--- config.mk ---
export PLATFORM = sky130hd
export DESIGN_NAME = lsu_ctrl
export DESIGN_NICKNAME = d
export VERILOG_FILES = /design/src/rtl/lsu_pkg.sv /design/src/rtl/lsu_align.sv /design/src/rtl/lsu_ctrl.sv
export SDC_FILE = /design/constraint.sdc
export NUM_CORES = 1
export LEC_CHECK = 0
export ABC_AREA = 1
export BUFFER_PORTS_ARGS = -buffer_cell sky130_fd_sc_hd__clkbuf_2
export CAP_MARGIN = 20
export CORE_MARGIN = 3
export CORE_UTILIZATION = 55
export CTS_CLUSTER_DIAMETER = 150
export CTS_CLUSTER_SIZE = 28
export DETAILED_ROUTE_END_ITERATION = 8
export HOLD_SLACK_MARGIN = 0.02
export PLACE_DENSITY_LB_ADDON = 0.2
export SLEW_MARGIN = 30
export SYNTH_ARGS = -nofsm -noshare
export SYNTH_HDL_FRONTEND = slang
export SYNTH_SLANG_ARGS = --single-unit
--- constraint.sdc ---
create_clock -name clk -period 9.1 [get_ports clk]
set_input_delay 0.455 -clock clk [delete_from_list [all_inputs] [get_ports clk]]
set_output_delay 0.455 -clock clk [all_outputs]
set_load 0.02 [all_outputs]
--- src/rtl/lsu_pkg.sv ---
// Shared types and helpers for the load/store unit controller.
package lsu_pkg;

  typedef enum logic [1:0] {
    SZ_BYTE = 2'd0,
    SZ_HALF = 2'd1,
    SZ_WORD = 2'd2
  } size_e;

  typedef enum logic [1:0] {
    IDLE  = 2'd0,
    READ  = 2'd1,
    WRITE = 2'd2,
    RESP  = 2'd3
  } state_e;

  // True when the low address bits are not naturally aligned for the size.
  function automatic logic misaligned(input logic [1:0] size, input logic [1:0] lo);
    logic r;
    r = ((size == SZ_HALF) && lo[0]) || ((size == SZ_WORD) && (lo != 2'b00));
    return r;
  endfunction

  // Low address bits with the sub-size bits forced to zero.
  function automatic logic [1:0] aligned_lane(input logic [1:0] size, input logic [1:0] lo);
    logic [1:0] r;
    case (size)
      SZ_HALF: r = {lo[1], 1'b0};
      SZ_WORD: r = 2'b00;
      default: r = lo;
    endcase
    return r;
  endfunction

endpackage

--- src/rtl/lsu_align.sv ---
// Lane extraction/extension for loads and lane merge for sub-word stores.
module lsu_align
  import lsu_pkg::*;
(
  input  logic [1:0]  size,
  input  logic [1:0]  lane,
  input  logic        is_unsigned,
  input  logic [31:0] load_word,
  input  logic [31:0] base_word,
  input  logic [31:0] store_data,
  output logic [31:0] load_data,
  output logic [31:0] merge_word
);

  logic [7:0]  byte_sel;
  logic [15:0] half_sel;

  always_comb begin
    byte_sel = load_word[7:0];
    case (lane)
      2'd1:    byte_sel = load_word[15:8];
      2'd2:    byte_sel = load_word[23:16];
      2'd3:    byte_sel = load_word[31:24];
      default: byte_sel = load_word[7:0];
    endcase
    half_sel = lane[1] ? load_word[31:16] : load_word[15:0];
  end

  always_comb begin
    load_data = '0;
    case (size)
      SZ_BYTE: load_data = {{24{~is_unsigned & byte_sel[7]}}, byte_sel};
      SZ_HALF: load_data = {{16{~is_unsigned & half_sel[15]}}, half_sel};
      SZ_WORD: load_data = load_word;
      default: load_data = '0;
    endcase
  end

  always_comb begin
    merge_word = base_word;
    case (size)
      SZ_BYTE: begin
        case (lane)
          2'd0:    merge_word[7:0]   = store_data[7:0];
          2'd1:    merge_word[15:8]  = store_data[7:0];
          2'd2:    merge_word[23:16] = store_data[7:0];
          default: merge_word[31:24] = store_data[7:0];
        endcase
      end
      SZ_HALF: begin
        if (lane[1]) merge_word[31:16] = store_data[15:0];
        else         merge_word[15:0]  = store_data[15:0];
      end
      SZ_WORD: merge_word = store_data;
      default: merge_word = base_word;
    endcase
  end

endmodule

--- src/rtl/lsu_ctrl.sv ---
// Load/store unit controller: one outstanding access to a word memory.
// Define LSU_MISALIGN_TRAP_EN to fault misaligned accesses; otherwise the
// sub-size address bits are forced to zero and the access proceeds.
module lsu_ctrl
  import lsu_pkg::*;
#(
  parameter int unsigned MEM_WORDS = 64
) (
  input  logic        clk,
  input  logic        reset,
  input  logic        req_valid,
  output logic        req_ready,
  input  logic        req_we,
  input  logic [1:0]  req_size,
  input  logic        req_unsigned,
  input  logic [31:0] req_addr,
  input  logic [31:0] req_wdata,
  output logic        rsp_valid,
  input  logic        rsp_ready,
  output logic [31:0] rsp_rdata,
  output logic        rsp_fault,
  output logic [31:0] mem_addr,
  input  logic [31:0] mem_rdata,
  output logic        mem_we,
  output logic [31:0] mem_wdata
);

  localparam logic [29:0] WORDS_LIM = 30'(MEM_WORDS);

  state_e      state, state_next;
  logic        we_q, uns_q;
  logic [1:0]  size_q;
  logic [31:0] addr_q, wdata_q, cap_q;
  logic [31:0] rdata_q;
  logic        fault_q;
  logic        req_fault;
  logic [1:0]  req_lane;
  logic [31:0] load_data, merge_word;

  always_comb begin
    req_fault = 1'b0;
    req_lane  = req_addr[1:0];
    if (req_size == 2'd3)              req_fault = 1'b1;
    if (req_addr[31:2] >= WORDS_LIM)   req_fault = 1'b1;
`ifdef LSU_MISALIGN_TRAP_EN
    if (misaligned(req_size, req_addr[1:0])) req_fault = 1'b1;
`else
    req_lane = aligned_lane(req_size, req_addr[1:0]);
`endif
  end

  always_ff @(posedge clk or posedge reset) begin
    if (reset) state <= IDLE;
    else       state <= state_next;
  end

  always_comb begin
    state_next = state;
    case (state)
      IDLE: begin
        if (req_valid) begin
          if (req_fault)               state_next = RESP;
          else if (!req_we)            state_next = READ;
          else if (req_size == SZ_WORD) state_next = WRITE;
          else                         state_next = READ;
        end
      end
      READ:    state_next = we_q ? WRITE : RESP;
      WRITE:   state_next = RESP;
      RESP:    if (rsp_ready) state_next = IDLE;
      default: state_next = IDLE;
    endcase
  end

  always_ff @(posedge clk or posedge reset) begin
    if (reset) begin
      we_q    <= 1'b0;
      uns_q   <= 1'b0;
      size_q  <= '0;
      addr_q  <= '0;
      wdata_q <= '0;
      cap_q   <= '0;
      rdata_q <= '0;
      fault_q <= 1'b0;
    end else begin
      case (state)
        IDLE: begin
          if (req_valid) begin
            we_q    <= req_we;
            uns_q   <= req_unsigned;
            size_q  <= req_size;
            addr_q  <= {req_addr[31:2], req_lane};
            wdata_q <= req_wdata;
            rdata_q <= '0;
            fault_q <= req_fault;
          end
        end
        READ: begin
          cap_q <= mem_rdata;
          if (!we_q) rdata_q <= load_data;
        end
        RESP: begin
          if (rsp_ready) begin
            rdata_q <= '0;
            fault_q <= 1'b0;
          end
        end
        default: ;
      endcase
    end
  end

  lsu_align u_align (
    .size        (size_q),
    .lane        (addr_q[1:0]),
    .is_unsigned (uns_q),
    .load_word   (mem_rdata),
    .base_word   (cap_q),
    .store_data  (wdata_q),
    .load_data   (load_data),
    .merge_word  (merge_word)
  );

  always_comb begin
    req_ready = (state == IDLE);
    rsp_valid = (state == RESP);
    rsp_rdata = rdata_q;
    rsp_fault = fault_q;
    mem_we    = (state == WRITE);
    mem_addr  = '0;
    mem_wdata = '0;
    if ((state == READ) || (state == WRITE)) mem_addr = {addr_q[31:2], 2'b00};
    if (state == WRITE) mem_wdata = merge_word;
  end

endmodule

# Yosys cells after proc, flatten, opt, wreduce, memory -nomap -nowiden
# Cells that the tools add are included.
# op_classes
magnitude_cmp	1
eq_ne	14
mux	29
bitwise_logic	3
n_reduce_logical	11
# op_table
operator	n
$pmux 32 s3	3
$mux 32	5
$mux 16	3
$mux 8	4
$ge 30x7->1 const B	1
$pmux 8 s3	1
$eq 2x2->1 const B	7
$mux 2	5
$eq 2x1->1 const B	4
$pmux 2 s4	1
$logic_not 2->1	3
$mux 1	5
$ne 2x2->1 const B	2
$pmux 2 s2	1
$reduce_and 2->1	2
$reduce_and 4->1	1
$reduce_and 3->1	1
$reduce_bool 3->1	1
$reduce_or 3->1	1
$and 1x1->1	2
$ne 2x1->1 const B	1
$pmux 1 s2	1
$reduce_bool 2->1	1
$logic_or 1x1->1	1
$not 1->1	1
# word_totals
ff_bits	135
inputBits	104

# Longest topological paths before layout
# Gate-level depths: netlist of run 1.
# logic_depth
depth_word	6
mapped_depth	11
depth_no_buf	9

# Hierarchy
# From an unflattened synthesis of run 1, not the netlist that was laid out.
# unflattened
hier_cells	1377
hier_area_um2	8644.5
# modules_own_cells
module	n_inst	cells_each	area_each_um2	seq_area_each_um2
lsu_ctrl	1	758	5993.2	3378.2
lsu_align	1	619	2651.3	0.0

# Worst setup path after synthesis of run 1
# OpenSTA, ideal clock, no wires.
# synth_timing
path_type	register -> output
start	register state[0]
end	output port mem_wdata[14]
arrival_time_ps	1562
t_required_ps	8645
setup_slack_ps	7083
stages_incl_launch_ff	7
path_buffers	2
cell_sequence	dfrtp_1 -> inv_1 -> ha_1 -> clkbuf_1 -> clkbuf_1 -> nand2_1 -> inv_1
# synth_between
elab_chain_len	2
# synth_rtl
element	line_no	rtl
start, declared	lsu_ctrl.sv:30	state_e state, state_next;
start signal, assigned	lsu_ctrl.sv:54	else state <= state_next;
$eq 2x2->1	n/a	
net mem_we	lsu_ctrl.sv:24	output logic mem_we,
$mux 32	lsu_ctrl.sv:133	if (state == WRITE) mem_wdata = merge_word;
end, declared	lsu_ctrl.sv:25	output logic [31:0] mem_wdata
# The timed path passes the listed nets, and every way through them passes these cells.

# Final worst setup path of run 1
# layout_timing
start	register size_q[1]
end	output port mem_wdata[11]
# layout_between
elab_chain_len	3
elab_cells_between_ends	5
classes_between	eq/ne: 2; mux: 2; reduce/logical: 1
# layout_rtl
element	line_no	rtl
start, declared	lsu_ctrl.sv:32	logic [1:0] size_q;
start signal, assigned	lsu_ctrl.sv:91	size_q <= req_size;
$eq 2x2->1, or another cell as far along	lsu_align.sv:41	case (size)
$pmux 32 s3 *	lsu_align.sv:41	
$mux 32 *	lsu_ctrl.sv:133	
# Every way passes the cells marked *; elsewhere a longest branch is shown, timed or not.

==> impl_metrics.tcl, run 1 <==
set metrics [dict create \
    p_per_area_nw_per_um2 382.5 \
    rr_worst_depth 8 \
    first_pass_iters 5 \
    ctsRootBufferMaster "clkbuf_16" \
    switchingPower_mw 1.680 \
    p_leak_nw 5.604 \
    synth_top_area_share_pct 44.66 \
    cts_max_level 4 \
    wl_per_cell_um 14.85 \
    drive_above_1_share_pct 20.36 \
    synth_area_sq_um 7565 \
    yosys_warnings 0 \
    reg2reg_slack_ns 6.35 \
    hp-class "primary input to async pin" \
    fin_skew_ns 0.005516 \
    cp-end-kind "primary output" \
    path_clk_slew_ns 0.06 \
    critical_path.max_fanout 23 \
    final_nets 1414 \
    synth_ff_type "dfrtp_1" \
    outcome "finished, final reports clean" \
    timing.final.crit_share_pct 40.84 \
    power.share.clock_pct 20.6 \
    vias 7755 \
    max_slew_margin_pct 41.22 \
    setup_viol 0 \
    die_h_um 123.3 \
    p_sw_share_pct 47.60 \
    cts_tree "yes" \
    diodes 0 \
    final_cell_area_sq_um 9230 \
    drv_cap 0 \
    ant_nets 0 \
    area_delta_synth_final_pct 22.01 \
    grt_pass1_vias 7064 \
    yosysUniqueCellTypes 26 \
    drv_slew 0 \
    die_area_sq_um 15200 \
    period_minus_slack_ns 3.716 \
    fp-row-count 42 \
    viasPerCell 5.198 \
    arrival_ns 3.26 \
    pwr-share-seq_pct 30.3 \
    finish.utilization_pct 69.15 \
    port_buffers 201 \
    required_ns 8.65 \
    max_freq_mhz 269.1 \
    synth_edf_count 0 \
    hold_violations 0 \
    crit_type "flip-flop to primary output" \
    syn_inst 1133 \
    syn_area_per_cell_sq_um 6.677 \
    rr_startpoint "addr_q[1]" \
    hold_buffers 0 \
    synth_top_area_cell "dfrtp_1" \
    max-vdd-ir-drop_v 0.0002619 \
    clkSinkCount 135 \
    cts_buffers 17 \
    antenna_found_initial 0 \
    start_util_pct 56.67 \
    place_congestion 0.9156 \
    core_area_sq_um 13350 \
    drt-initial-drc-count 754 \
    track_usage_pct 29.95 \
    synth_area_leaders "dfrtp_1, nand2_1, inv_1, o21ai_0, nand3_1" \
    rr_endpoint "rsp_rdata[10]" \
    drt_wl_total_um 22150 \
    grt_max_degree 79 \
    drcViolationCount 0 \
    place_area_sq_um 8603 \
    synth-seq-cells 135 \
    synthArstFlopShare_pct 100.0 \
    synth_compound_area_share_pct 10.42 \
    seq_area_frac_synth_pct 44.66 \
    rsz0062_at_grt "false" \
    worst_pin_slew_ns 0.8784 \
    grt_pass1_wl_um 35290 \
    dp_hpwl_um 15660 \
    synthXorXnorAreaFrac_pct 0 \
    insertion_delay_ns 0.42 \
    ioPinCount 204 \
    fp.dieW_um 123.3 \
    cts_buffer_depth 2 \
    power_frac_comb_pct 49.1 \
    synth-simple-area-share_pct 32.85 \
    setup_tns_ns 0 \
    cp-start-kind "flip-flop" \
    cts_resized 0 \
    synth_top_family_by_area "simple AND/OR/NAND/NOR gates" \
    postCtsSetupBuffers 0 \
    internal_power_mw 1.850 \
    grt.overflow.total 0 \
    synth_adder_area_share_pct 1.158 \
    synth.mux.area_fraction_pct 0 \
]
state kept, by name, indices dropped and copies added, names as in the netlist:
register   count
addr_q        32
cap_q         32
rsp_rdata     32
wdata_q       32
size_q         2
state          2
rsp_fault      1
uns_q          1
we_q           1
metal layers:
layer  vias to the layer above  GRT usage [%]  part of all wire (%)
met1                      3556          40.31                    41
met2                       357          46.92                    47
met4                         0          11.42                   3.0
met3                        54          7.502                   8.7
met5                         -              0                     0
li1                       3788              -                     -
worst max-delay path by stage:
stage,startpoint,depth (start not counted),to,slack (ns)
2_1_floorplan,reset,1,addr_q[0],5.03
3_3_place_gp,state[1],9,rsp_rdata[1],5.89
3_5_place_dp,size_q[1],8,mem_wdata[11],5.92
4_1_cts,size_q[1],8,mem_wdata[11],5.39
5_1_grt,size_q[1],8,mem_wdata[11],5.18
6_report,size_q[1],8,mem_wdata[11],5.38
metrics by stage:
stage / power, mW / hold WS, ns / std cells / worst slack, ns
after floorplan: 2.267 / 0.4422 / 1134 / 5.034
after global placement: 2.743 / 0.4644 / 1460 / 5.895
after detailed placement: 2.780 / 0.4654 / 1460 / 5.922
after CTS: 3.526 / 0.2049 / 1492 / 5.393
after global routing: 3.804 / 0.2122 / 1492 / 5.176
final: 3.530 / 0.1804 / 1492 / 5.384
cells in the mapped netlist, types with 10 or more instances:
library cell and instances:
o211ai_1 16, inv_2 18, o21ai_1 10, inv_1 135, buf_2 18, clkbuf_1 33, a21oi_1 32, dfrtp_1 135
nand3_1 33, o21ai_0 77, nand2_1 547, nor2_1 40
worst max-delay path: stages (launching register included):
cell and delay [ns]:
dfrtp_1 0.55, nor2_1 0.75, nand2_2 0.50, nand3_1 0.48, nand2_1 0.12, nand3_1 0.11
nand2_1 0.08, inv_1 0.06, clkbuf_2 0.17
area by class of cell:
class	count	area, sq um
Fill cell	1204	4118
Timing Repair Buffer	206	1047
Clock inverter	13	178.9
Inverter	154	581.8
Clock buffer	19	442.9
Sequential cell	135	3378
Multi-Input combinational cell	789	3381
Tap cell	176	220.2
power by group through the flow:
stage                     combinational [mW]  clock (mW)  sequential [mW]
after floorplan                         1.24           0             1.02
after global routing                    1.95       0.763             1.09
after global placement                  1.68           0             1.06
after CTS                               1.73       0.732             1.06
final                                   1.73       0.729             1.07
after detailed placement                1.72           0             1.06
logic make-up after synthesis:
| group | after synthesis |
|---|---|
| AND/OR/NAND/NOR | 636 |
| other | 1 |
| adder cells (fa/ha/maj) | 7 |
| flip-flops | 135 |
| AO/OA/AOI/OAI | 144 |
| buffers and inverters | 210 |
cell usage in the layout, fill, tap and decap left out, types with 8 or more instances in the layout:
| master | count |
|---|---|
| nand2_1 | 545 |
| clkbuf_2 | 201 |
| dfrtp_1 | 135 |
| inv_1 | 134 |
| o21ai_0 | 77 |
| nor2_1 | 39 |
| nand3_1 | 33 |
| a21oi_1 | 32 |
| inv_2 | 17 |
| clkbuf_16 | 17 |
| o211ai_1 | 16 |
| o21ai_1 | 10 |
| nand4_1 | 8 |
| a22oi_1 | 8 |
No activity file was read; power rests on OpenSTA's default activity.
==> inputs of run 2 (changes only) <==
--- a/config.mk
+++ b/config.mk
@@ -5,11 +5,11 @@
 export SDC_FILE = /design/constraint.sdc
 export NUM_CORES = 1
 export LEC_CHECK = 0
-export ABC_AREA = 1
+export ABC_AREA = 0
 export BUFFER_PORTS_ARGS = -buffer_cell sky130_fd_sc_hd__clkbuf_2
 export CAP_MARGIN = 20
 export CORE_MARGIN = 3
-export CORE_UTILIZATION = 55
+export CORE_UTILIZATION = 48
 export CTS_CLUSTER_DIAMETER = 150
 export CTS_CLUSTER_SIZE = 28
 export DETAILED_ROUTE_END_ITERATION = 8
==> constraint.sdc (replaced) <==
create_clock -name clk -period 3.15 [get_ports clk]
set_input_delay 0.1575 -clock clk [delete_from_list [all_inputs] [get_ports clk]]
set_output_delay 0.1575 -clock clk [all_outputs]
set_load 0.02 [all_outputs]
==> run 2 against run 1 <==
Compared with the run above:
- combinational power grew to 3.2 times the previous value
- flip-flop and latch count stayed put
- critical path type unchanged
- sequential share of layout area decreased by 1.7 points
- via count shrank 18%
- critical endpoint is now mem_wdata[6]
==> impl_metrics.tcl, run 2 <==
set metrics [dict create \
    synth.top_cells.by_count "dfrtp_1, mux2_2, and2_1" \
    required_ns 2.99 \
    grt_pass1_vias 6600 \
    rsz0062_at_grt "false" \
    cts_max_level 4 \
    drv_cap 0 \
    syn_inst 635 \
    synthArstFlopShare_pct 100.0 \
    p_leak_nw 4.610 \
    place_congestion 0.8719 \
    period_minus_slack_ns 2.989 \
    timing.final.crit_share_pct 94.90 \
    crit_chain "nand2b_4 > a21oi_1 > o21ai_0 > a21boi_0 > clkbuf_2" \
    synth-seq-cells 135 \
    cpPeakStageDelay_ns 0.78 \
    synth_top_area_cell "dfrtp_1" \
    start_util_pct 49.43 \
    final_cell_area_sq_um 9681 \
    max_freq_mhz 334.5 \
    ant_nets 0 \
    synth_area_sq_um 7211 \
    track_usage_pct 27.59 \
    synth_edf_count 0 \
    hp-class "primary input to flip-flop" \
    ioPinCount 204 \
    drive_above_1_share_pct 40.44 \
    die_area_sq_um 16530 \
    antenna_found_initial 0 \
    max_slew_margin_pct 41.55 \
    dp_hpwl_um 15560 \
    syn_area_per_cell_sq_um 11.36 \
    area_delta_synth_final_pct 34.25 \
    yosys_warnings 0 \
    viasPerCell 5.853 \
    insertion_delay_ns 0.42 \
    drt_wl_total_um 22500 \
    crit_type "flip-flop to primary output" \
    critical_path.max_fanout 23 \
    wl_per_cell_um 20.66 \
    crit_family "compound AO/OA/AOI/OAI gates" \
    grt_max_degree 78 \
    yosysMostFrequentCell "dfrtp_1" \
    grt_pass1_wl_um 35450 \
    drt-initial-drc-count 503 \
    fp.dieW_um 128.6 \
    hold_violations 0 \
    drv_slew 0 \
    max-vdd-ir-drop_v 0.0007038 \
    synthXorXnorAreaFrac_pct 0 \
    yosysUniqueCellTypes 45 \
    path_clk_slew_ns 0.06 \
    setup_viol 0 \
    diodes 0 \
    reg2reg_slack_ns 0.76 \
    setup_tns_ns 0 \
    drcViolationCount 0 \
    fin_skew_ns 0.007579 \
    cts_buffers 17 \
    seq_area_frac_synth_pct 46.85 \
    synth_top_family_by_area "multiplexers" \
    synth.mux.area_fraction_pct 19.97 \
    synth_ff_type "dfrtp_1" \
    outcome "finished, final reports clean" \
    cp-start-kind "flip-flop" \
    clkSinkCount 135 \
    synth_compound_area_share_pct 16.28 \
    synth-simple-area-share_pct 11.47 \
    final_cell_mix "clkbuf_2, dfrtp_1, mux2_2, dlygate4sd3_1, and2_1" \
    first_pass_iters 9 \
    synth_adder_area_share_pct 1.215 \
    fp-row-count 44 \
    p_per_area_nw_per_um2 1122 \
    port_buffers 201 \
    final_common_cell "clkbuf_2" \
    cp-end-kind "primary output" \
    arrival_ns 2.83 \
    synth_top_area_share_pct 46.85 \
    die_h_um 128.6 \
    final_nets 1004 \
    worst_pin_slew_ns 0.8767 \
    core_area_sq_um 14590 \
    place_area_sq_um 8332 \
    postCtsSetupBuffers 0 \
    grt.overflow.total 0 \
    crit_slowest_cell "dfrtp_1" \
    vias 6374 \
    cts_tree "yes" \
    cts_resized 0 \
    ctsRootBufferMaster "clkbuf_16" \
    cts_buffer_depth 2 \
    crit_buf_inv 1 \
    synth_area_leaders "dfrtp_1, mux2_2, and2_1, a221o_1, a22o_1" \
]
## run 2: cell count changes after synthesis, sizes merged, moves of 31 or more
cell and delta:
and2 +47, nand2 -517, inv -137, o21ai -48, a21oi -31, mux2 +105
## run 2: repair_timing
item | in CTS | in global routing
hold buffers | 77 | 0
endpoints found under the setup margin | 0 | 0
hold endpoints to repair | 163 | 0
## run 2: logic make-up after synthesis
family / Yosys count
buf+inv: 69
mux: 122
fa+ha+maj: 7
flops: 135
compound gates: 152
other cells: 1
simple gates: 149
## run 2: final timing paths
kind | startpoint | end | depth (start not counted)
setup reg to reg | state[1] | rsp_rdata[0] | 7
setup / recovery | addr_q[0] | mem_wdata[6] | 5
min in group asynchronous | reset | addr_q[31] | 3
hold / removal | mem_rdata[27] | rsp_rdata[27] | 2
max in group asynchronous | reset | wdata_q[12] | 4
hold reg to reg | addr_q[1] | addr_q[1] | 2
## run 2: area by class of cell
class,instances,area (sq um)
fill,1123,4908
multi-input combinational,432,3538
sequential,135,3378
timing repair buffer,291,1899
clock buffer,18,439.2
tap,184,230.2
clock inverter,13,131.4
inverter,16,63.81
## run 2: layer usage
metal,track usage [%],routed length (um)
met1,34.96,9114
met5,0,0
met2,46.15,11140
met3,7.306,1710
met4,9.265,527
## run 2: where the power goes
part           internal, mW  switching [mW]
registers              2.58           0.768
logic                  2.40            3.17
clock network          1.17           0.758
## run 2: through the flow
| stage | cells | power, mW | util [%] | hold slack [ns] | setup slack [ns] |
|---|---|---|---|---|---|
| 3_3_place_gp | 980 | 8.687 | 57.11 | 0.06906 | 0.8228 |
| 4_1_cts | 1088 | 10.85 | 66.30 | 0.02254 | 0.3027 |
| 2_1_floorplan | 636 | 7.094 | - | 0.2785 | 1.135 |
| 3_5_place_dp | 980 | 8.809 | 57.11 | 0.07166 | 0.7525 |
| 6_report | 1089 | 10.86 | 66.36 | 0.03301 | 0.1607 |
| 5_1_grt | 1089 | 11.51 | 66.36 | 0.02676 | 0.1047 |
